## src/rtl/alu_seq_pkg.sv

```systemverilog
`default_nettype none
// ============================================================================
//  Module      : alu_seq_pkg
//  Description : Shared types and condition-code constants for the ALU
//                command sequencer.
//  Revision    : 1.0  initial release
// ============================================================================
package alu_seq_pkg;

   typedef enum logic [1:0] {
      IDLE = 2'd0,
      EXEC = 2'd1,
      WB   = 2'd2,
      RESP = 2'd3
   } state_t;

   typedef enum logic [1:0] {
      ALU_ADD = 2'b00,
      ALU_SUB = 2'b01,
      ALU_AND = 2'b10,
      ALU_OR  = 2'b11
   } alu_op_t;

   // Bit order matches the architectural flags port {N,Z,C,V}.
   typedef struct packed {
      logic n;
      logic z;
      logic c;
      logic v;
   } flags_t;

   localparam logic [3:0] c_cond_eq = 4'h0;
   localparam logic [3:0] c_cond_ne = 4'h1;
   localparam logic [3:0] c_cond_cs = 4'h2;
   localparam logic [3:0] c_cond_cc = 4'h3;
   localparam logic [3:0] c_cond_mi = 4'h4;
   localparam logic [3:0] c_cond_pl = 4'h5;
   localparam logic [3:0] c_cond_vs = 4'h6;
   localparam logic [3:0] c_cond_vc = 4'h7;
   localparam logic [3:0] c_cond_hi = 4'h8;
   localparam logic [3:0] c_cond_ls = 4'h9;
   localparam logic [3:0] c_cond_ge = 4'hA;
   localparam logic [3:0] c_cond_lt = 4'hB;
   localparam logic [3:0] c_cond_gt = 4'hC;
   localparam logic [3:0] c_cond_le = 4'hD;
   localparam logic [3:0] c_cond_al = 4'hE;
   localparam logic [3:0] c_cond_nv = 4'hF;

endpackage
`default_nettype wire

```

## src/rtl/alu_cmd_sequencer_cond_check.sv

```systemverilog
`default_nettype none
// ============================================================================
//  Module      : cond_check
//  Description : Combinational ARM-style condition evaluation on NZCV.
//  Revision    : 1.0  initial release
// ============================================================================
module cond_check
   import alu_seq_pkg::*;
(
   input  logic [3:0] i_cond,
   input  logic [3:0] i_flags,
   output logic       o_pass
);

   flags_t w_f;
   assign w_f = flags_t'(i_flags);

   always_comb begin
      o_pass = 1'b1;
      case (i_cond)
         c_cond_eq: o_pass = w_f.z;
         c_cond_ne: o_pass = !w_f.z;
         c_cond_cs: o_pass = w_f.c;
         c_cond_cc: o_pass = !w_f.c;
         c_cond_mi: o_pass = w_f.n;
         c_cond_pl: o_pass = !w_f.n;
         c_cond_vs: o_pass = w_f.v;
         c_cond_vc: o_pass = !w_f.v;
         c_cond_hi: o_pass = w_f.c && !w_f.z;
         c_cond_ls: o_pass = !w_f.c || w_f.z;
         c_cond_ge: o_pass = (w_f.n == w_f.v);
         c_cond_lt: o_pass = (w_f.n != w_f.v);
         c_cond_gt: o_pass = !w_f.z && (w_f.n == w_f.v);
         c_cond_le: o_pass = w_f.z || (w_f.n != w_f.v);
         // The reserved NV encoding executes unconditionally.
         c_cond_al, c_cond_nv: o_pass = 1'b1;
         default:   o_pass = 1'b1;
      endcase
   end

endmodule
`default_nettype wire

```

## src/rtl/alu_cmd_sequencer.sv

```systemverilog
`default_nettype none
// ============================================================================
//  Module      : alu_cmd_sequencer
//  Description : One-in-flight command stage for an external ALU: operand
//                fetch, conditional writeback, NZCV upkeep, response channel.
//  Revision    : 1.0  initial release
// ============================================================================
module alu_cmd_sequencer
   import alu_seq_pkg::*;
#(
   parameter int N    = 32,
   parameter int NREG = 8
) (
   input  logic                    clk,
   input  logic                    reset_n,
   input  logic                    cmd_valid,
   output logic                    cmd_ready,
   input  logic [1:0]              cmd_op,
   input  logic [$clog2(NREG)-1:0] cmd_rd,
   input  logic [$clog2(NREG)-1:0] cmd_ra,
   input  logic [$clog2(NREG)-1:0] cmd_rb,
   input  logic [3:0]              cmd_cond,
   input  logic                    cmd_setf,
   input  logic                    reg_we,
   input  logic [$clog2(NREG)-1:0] reg_waddr,
   input  logic [N-1:0]            reg_wdata,
   output logic [N-1:0]            alu_a,
   output logic [N-1:0]            alu_b,
   output logic [1:0]              alu_control,
   input  logic [N-1:0]            alu_result,
   input  logic                    alu_v,
   input  logic                    alu_c,
   input  logic                    alu_n,
   input  logic                    alu_z,
   output logic                    rsp_valid,
   input  logic                    rsp_ready,
   output logic [N-1:0]            rsp_result,
   output logic                    rsp_skipped,
   output logic [3:0]              flags
);

   localparam int RW = $clog2(NREG);

   state_t        r_state;
   state_t        w_state_next;
   alu_op_t       r_op;
   logic [RW-1:0] r_rd;
   logic [3:0]    r_cond;
   logic          r_setf;
   logic [N-1:0]  r_a;
   logic [N-1:0]  r_b;
   logic [N-1:0]  r_res;
   logic [N-1:0]  r_rsp_result;
   logic          r_skipped;
   flags_t        r_flg;
   flags_t        r_flags;
   logic [N-1:0]  r_regs [NREG];

   logic          w_accept;
   logic          w_pass;
   logic          w_wb_we;

   cond_check u_cond_check (
      .i_cond  (r_cond),
      .i_flags (r_flags),
      .o_pass  (w_pass)
   );

   always_comb begin
      w_state_next = r_state;
      w_accept     = 1'b0;
      w_wb_we      = 1'b0;
      case (r_state)
         IDLE: begin
            if (cmd_valid) begin
               w_accept     = 1'b1;
               w_state_next = EXEC;
            end
         end
         EXEC: w_state_next = WB;
         WB: begin
            w_wb_we      = w_pass;
            w_state_next = RESP;
         end
         RESP: begin
            if (rsp_ready) begin
               w_state_next = IDLE;
            end
         end
         default: w_state_next = IDLE;
      endcase
   end

   always_ff @(posedge clk or negedge reset_n) begin
      if (!reset_n) begin
         r_state      <= IDLE;
         r_op         <= ALU_ADD;
         r_rd         <= '0;
         r_cond       <= '0;
         r_setf       <= 1'b0;
         r_a          <= '0;
         r_b          <= '0;
         r_res        <= '0;
         r_flg        <= '0;
         r_flags      <= '0;
         r_rsp_result <= '0;
         r_skipped    <= 1'b0;
      end else begin
         r_state <= w_state_next;
         // Operands are the ALU inputs themselves, so they hold between commands.
         if (w_accept) begin
            r_op   <= alu_op_t'(cmd_op);
            r_rd   <= cmd_rd;
            r_cond <= cmd_cond;
            r_setf <= cmd_setf;
            r_a    <= r_regs[cmd_ra];
            r_b    <= r_regs[cmd_rb];
         end
         if (r_state == EXEC) begin
            r_res <= alu_result;
            r_flg <= '{n: alu_n, z: alu_z, c: alu_c, v: alu_v};
         end
         if (r_state == WB) begin
            r_rsp_result <= r_res;
            r_skipped    <= !w_pass;
            if (w_pass && r_setf) begin
               r_flags <= r_flg;
            end
         end
      end
   end

   // Writeback is ordered after the host write so it wins on an address clash.
   always_ff @(posedge clk or negedge reset_n) begin
      if (!reset_n) begin
         for (int i = 0; i < NREG; i++) begin
            r_regs[i] <= '0;
         end
      end else begin
         if (reg_we) begin
            r_regs[reg_waddr] <= reg_wdata;
         end
         if (w_wb_we) begin
            r_regs[r_rd] <= r_res;
         end
      end
   end

   assign cmd_ready   = (r_state == IDLE);
   assign rsp_valid   = (r_state == RESP);
   assign rsp_result  = r_rsp_result;
   assign rsp_skipped = r_skipped;
   assign flags       = r_flags;
   assign alu_a       = r_a;
   assign alu_b       = r_b;
   assign alu_control = r_op;

endmodule
`default_nettype wire

```

## config.mk

```make
export PLATFORM = sky130hd
export DESIGN_NAME = alu_cmd_sequencer
export DESIGN_NICKNAME = d
export VERILOG_FILES = /design/src/rtl/alu_seq_pkg.sv /design/src/rtl/alu_cmd_sequencer_cond_check.sv /design/src/rtl/alu_cmd_sequencer.sv
export SDC_FILE = /design/constraint.sdc
export NUM_CORES = 1
export LEC_CHECK = 0
export BUFFER_PORTS_ARGS = -buffer_cell sky130_fd_sc_hd__buf_2
export CORE_ASPECT_RATIO = 1.25
export CORE_UTILIZATION = 45
export DETAILED_ROUTE_END_ITERATION = 12
export PLACE_DENSITY = 0.66
export SLEW_MARGIN = 20
export SYNTH_ARGS = -nofsm -noshare
export SYNTH_HDL_FRONTEND = slang
export SYNTH_SLANG_ARGS = --single-unit
```

## constraint.sdc

```tcl
create_clock -name clk -period 2.2 [get_ports clk]
set_input_delay 0.11 -clock clk [delete_from_list [all_inputs] [get_ports clk]]
set_output_delay 0.11 -clock clk [all_outputs]
set_load 0.05 [all_outputs]
```

== Word-level counts from Yosys, hierarchy flattened ==
Cells that the tools add are included.
Word-level totals
  flip-flop bits (word level): 405
  bits of input ports: 92
  output and inout port bits: 105
  word-level logic and storage cells: 96
Cells by class
  magnitude comparators: 6
  eq/ne operators: 22
  muxes and demuxes: 21
  bitwise gates (word level): 4
  reduce and logical (&&, ||, !) cells: 17
Operator list (number)
  $bwmux 256: 2
  $mux 256: 2
  $bmux 32 s3: 2
  $demux 32 s3: 2
  $mux 32: 6
  $eq 4x4->1 const B: 8
  $eq 4x3->1 const B: 4
  $ge 4x4->1 const B: 4
  $not 3->4: 4
  $pmux 1 s15: 1
  $eq 4x2->1 const B: 2
  $lt 4x1->1 const B: 2
  $pmux 2 s4: 1
  $logic_and 1x1->1: 5
  $logic_not 1->1: 5
  $eq 2x2->1 const B: 2
  $eq 4x1->1 const B: 1
  $logic_not 4->1: 1
  $mux 2: 2
  $reduce_and 2->1: 2
  $mux 1: 3
  $eq 2x1->1 const B: 1
  $logic_not 2->1: 1
  $logic_or 1x1->1: 2
  5 further kinds: 5

== Longest topological paths before layout ==
  depth after elaboration: 9
  gate-level depth with buffers: 10
  gate-level depth less buffers: 8

== Hierarchy ==
Synthesis repeated with hierarchy kept, for this count alone.
Unflattened totals
  cells, all modules: 1750
  area total of the unflattened synthesis: 23063.4 sq um
By module, submodules not included
  alu_cmd_sequencer: times used 1, cells each 1721, area an instance 22861.9 sq um, seq. area each 10134.7 sq um
  cond_check: times used 1, cells each 29, area an instance 201.4 sq um, seq. area each 0.0 sq um

== Worst setup path after synthesis ==
OpenSTA, ideal clock, no wires.
  kind: reg2reg
  start: reg r_flags (netlist bit flags[0])
  end: reg r_regs[100] (netlist name)
  setup time: 0.130 ns
  arrival time: 2.260 ns
  data required time: 2.070 ns
  slack: -0.190 ns
  cell stages (with the launch flop): 8
  buffers on the path: 2
  period minus slack after synthesis: 2.390 ns
  path through: dfrtp_1 xor2_1 nor4_1 o311ai_4 a31oi_4 buf_6 buf_4 a22oi_1
On the way
  cells in the longest elaborated chain, start to end: 5
  elaborated cells between the ends (all ways): 8
  classes of those cells: eq/ne (2); mux (3); reduce/logical (3)
RTL lines
  start, declared: line alu_cmd_sequencer.sv:56  | flags_t r_flags;
  start signal, assigned: line alu_cmd_sequencer.sv:127  | r_flags <= r_flg;
  $ne 1x1->1 or $eq 1x1->1 (tied branches)
  $logic_or 1x1->1 or $logic_and 1x1->1 (tied branches): line alu_cmd_sequencer_cond_check.sv:34, alu_cmd_sequencer_cond_check.sv:33
  $pmux 1 s15 *: line alu_cmd_sequencer_cond_check.sv:20  | case (i_cond)
  $mux 1 *: line alu_cmd_sequencer.sv:73  | case (r_state)
  $mux 256 *: line alu_cmd_sequencer.sv:143  | if (w_wb_we) begin
  end signal, assigned by index: line alu_cmd_sequencer.sv:141  | r_regs[reg_waddr] <= reg_wdata;
  end signal, assigned by index: line alu_cmd_sequencer.sv:144  | r_regs[r_rd] <= r_res;
  end, declared: line alu_cmd_sequencer.sv:57  | logic [N-1:0] r_regs [NREG];
Every way passes the cells marked *; elsewhere a longest branch is shown, timed or not.
A chain may end at the register's enable or synchronous reset.

== Final worst setup path ==
  start: reg r_flags (netlist bit flags[3])
  end: reg r_regs[168] (netlist name)
The elaborated chain is that of the path after synthesis.

==> impl_metrics.ini <==
[global_route]
grt_pass1_vias = 17202
antenna_found_initial = 1
grt_usage = 0.2842
grt_overflow = 0
grt_max_degree = 52
grt_pass1_wl_um = 105600

[yosys]
synth_most_common_cell = dfrtp_1
synth_area_leaders = dfrtp_1 (46%), mux2i_1 (15%), mux4_2 (13%), a22oi_1 (7.5%), mux2_2 (4.1%)
synth_edf_count = 0
yosys-top-cells-count = dfrtp_1 (405), mux2i_1 (320), a22oi_1 (219)
yosysTopAreaCell = dfrtp_1
netlist_area_mm2 = 0.02186
yosysUniqueCellTypes = 49
ys_seq_elements = 405
syn_inst = 1716
ys_async_sr_fraction = 1.000
yosysTopAreaCellShare = 0.4636
seq_area_frac_synth = 0.4636
synth_nets = 1812
yosysWarningCount = 0
synth_flop_cell = dfrtp_1
avgSynthCellArea_um2 = 12.74

[clock_tree]
htree_levels = 2
clkTransAtPathRegs_ps = 60
worstSkewPairLatency_ps = 560
cts_buffers = 43
cts_sinks = 405
cts_root_buf = clkbuf_16
clockBufferDepth = 3
cts_tree = built

[sta]
rsz0062_at_grt = true
worstMarginPinSlew_ps = 757.3
final_max_slew_viol_count = 0
fmax_mhz = 447.9
clock_skew_ps = 18.35
tns_ps = -313.2
period_share = 1.015
setup_viol = 35
maxSlewHeadroom = 0.4951
final_hold_viol_count = 0
worst_slack_ps = -32.89
layout_min_cycle_time_ps = 2233

[flow_run]
drv_cap = 0

[critical_path]
rr_startpoint = flags[3]
cp.required_ps = 2670
startpoint = flags[3]
start_kind = flip-flop
worstPathMaxFanout = 16
critPathArrivalTime_ps = 2700
cp-end-kind = flip-flop
crit_type = reg2reg

[outcome]
violations = negative setup slack
status = finished, violations left

[place]
globalplace.congestion = 0.8399
hpwl_um = 42640
preCtsSetupSlack_ps = -2.924
dp_cells = 2466
numPortBuffers = 196

[drt]
drc = 0
avgRoutedWirePerCell_um = 26.77
wl_um = 70530
firstDrtPassIters = 5
vias = 16615
drtAntennaViolNets = 0
via_per_inst = 6.306
drt-initial-drc-count = 1528

[power_and_ir_drop]
leakage_nw = 11.61
ir_drop_mv = 1.102
power_density_mw_per_mm2 = 1489

[cells_and_area]
fin_cells = 2635
drive_gt1_frac = 0.3632
nets = 2062
final_util = 0.5692
areaGrowthSynthToFinish_pct = 23.80

[floorplan]
coreArea_mm2 = 0.04755
die_h_um = 248.4
io-pin-count = 197
die_w_um = 199.1
start_util = 0.4598
num_rows = 89
fp.dieArea_mm2 = 0.04947

[worst_hold_path]
hold_class = in2async
-- placed cells by master (no fill, tap or decap), types with 3 or more instances in the layout --
cell           netlist  routed
bufinv_16            0       3
a22oi_2             37     105
buf_6               29       4
clkinv_2             0       6
nand4b_1             4       4
dlygate4sd3_1        0      81
clkbuf_16            0      49
dfrtp_1            405     402
mux2_2              80      80
nand4_1              3       3
clkbuf_8             0       9
nor2b_1              4       4
buf_12               0      59
buf_4               11      54
nand2_1             11       8
a22oi_1            219     151
nand2_4              2       4
clkbuf_1            81      11
o21ai_0              3       3
mux2i_1            320     320
nor2_1             197     197
a21oi_1             66      66
dfrtp_2              0       3
mux4_2             128     128
buf_2               21     191
inv_1                6       6
-- power by group --
group          switching, mW  internal [mW]  leakage, nW
clock network           3.05           4.25        0.678
registers               3.18           11.1         4.49
logic                   10.5           8.19         6.44
total                   16.8           23.5         11.6
-- metal layers --
layer / wire length [µm] / part of all wire / GRT usage
met1: 27730 / 0.39 / 0.3782
met2: 34060 / 0.48 / 0.4550
met3: 5653 / 0.080 / 0.05398
met4: 3090 / 0.044 / 0.1158
met5: 0 / 0 / 0
-- critical path, cell delays in order (launching register included) --
cell,delay [ps]
dfrtp_2,450
xor2_2,210
a32o_2,300
o311ai_4,300
nand3_2,190
nor2b_4,190
buf_12,150
buf_12,160
a22oi_1,200
-- worst paths after layout --
| check | cells after the start | slack (ps) | to |
|---|---|---|---|
| min in group clk | 3 | 260 | alu_a[0] |
| max in group asynchronous | 4 | 1260 | alu_a[8] |
| hold / removal | 2 | 140 | r_regs[136] |
| hold reg to reg | 1 | 500 | rsp_result[1] |
| setup / recovery | 8 | -30 | r_regs[168] |
| setup reg to reg | 8 | -30 | r_regs[168] |
-- timing repair --
item	in CTS	in global routing
endpoints found under the setup margin	39	236
hold buffers	81	0
pin swaps	2	1
hold endpoints to repair	613	0
gates resized for setup	3	83
setup buffers	4	1
cloned	0	6
-- cell families (layout without fill, tap and decap cells) --
family          after synthesis  after routing  share of synthesized area
compound gates              336            336                     0.1181
simple gates                244            244                    0.04870
flops                       405            405                     0.4636
buf+inv                     197            477                    0.04693
xor+xnor                      2              2                  0.0008014
mux                         528            528                     0.3196
fa+ha+maj                     4              4                   0.002289
other cells                   0              2                          0
-- through the flow --
| step | total power, mW | area [µm²] | hold slack (ps) |
|---|---|---|---|
| 2_1_floorplan | 26.38 | 21880 | -185.6 |
| 3_3_place_gp | 31.25 | 24260 | 118.5 |
| 3_5_place_dp | 31.91 | 24260 | 115.8 |
| 4_1_cts | 39.48 | 26500 | 137.6 |
| 5_1_grt | 42.30 | 27060 | 169.5 |
| 6_report | 40.31 | 27060 | 138.5 |
-- registers in the layout, summed over array words and instances, names as in the netlist --
signal and count:
alu_b 32, alu_control 2, r_setf 1, rsp_result 32
r_state 2, r_flg 4, r_regs 256, flags 4
r_res 32, alu_a 32, r_rd 3, r_cond 4
rsp_skipped 1
-- area by class of cell --
type | count | area, µm²
Tap cell | 637 | 797.0
Multi-Input combinational cell | 1114 | 11150
Clock buffer | 63 | 1241
Antenna cell | 2 | 5.005
Timing Repair Buffer | 396 | 3563
Clock inverter | 12 | 143.9
Sequential cell | 405 | 10140
Inverter | 6 | 22.52
Fill cell | 3947 | 20480
No activity file was read; power rests on OpenSTA's default activity.
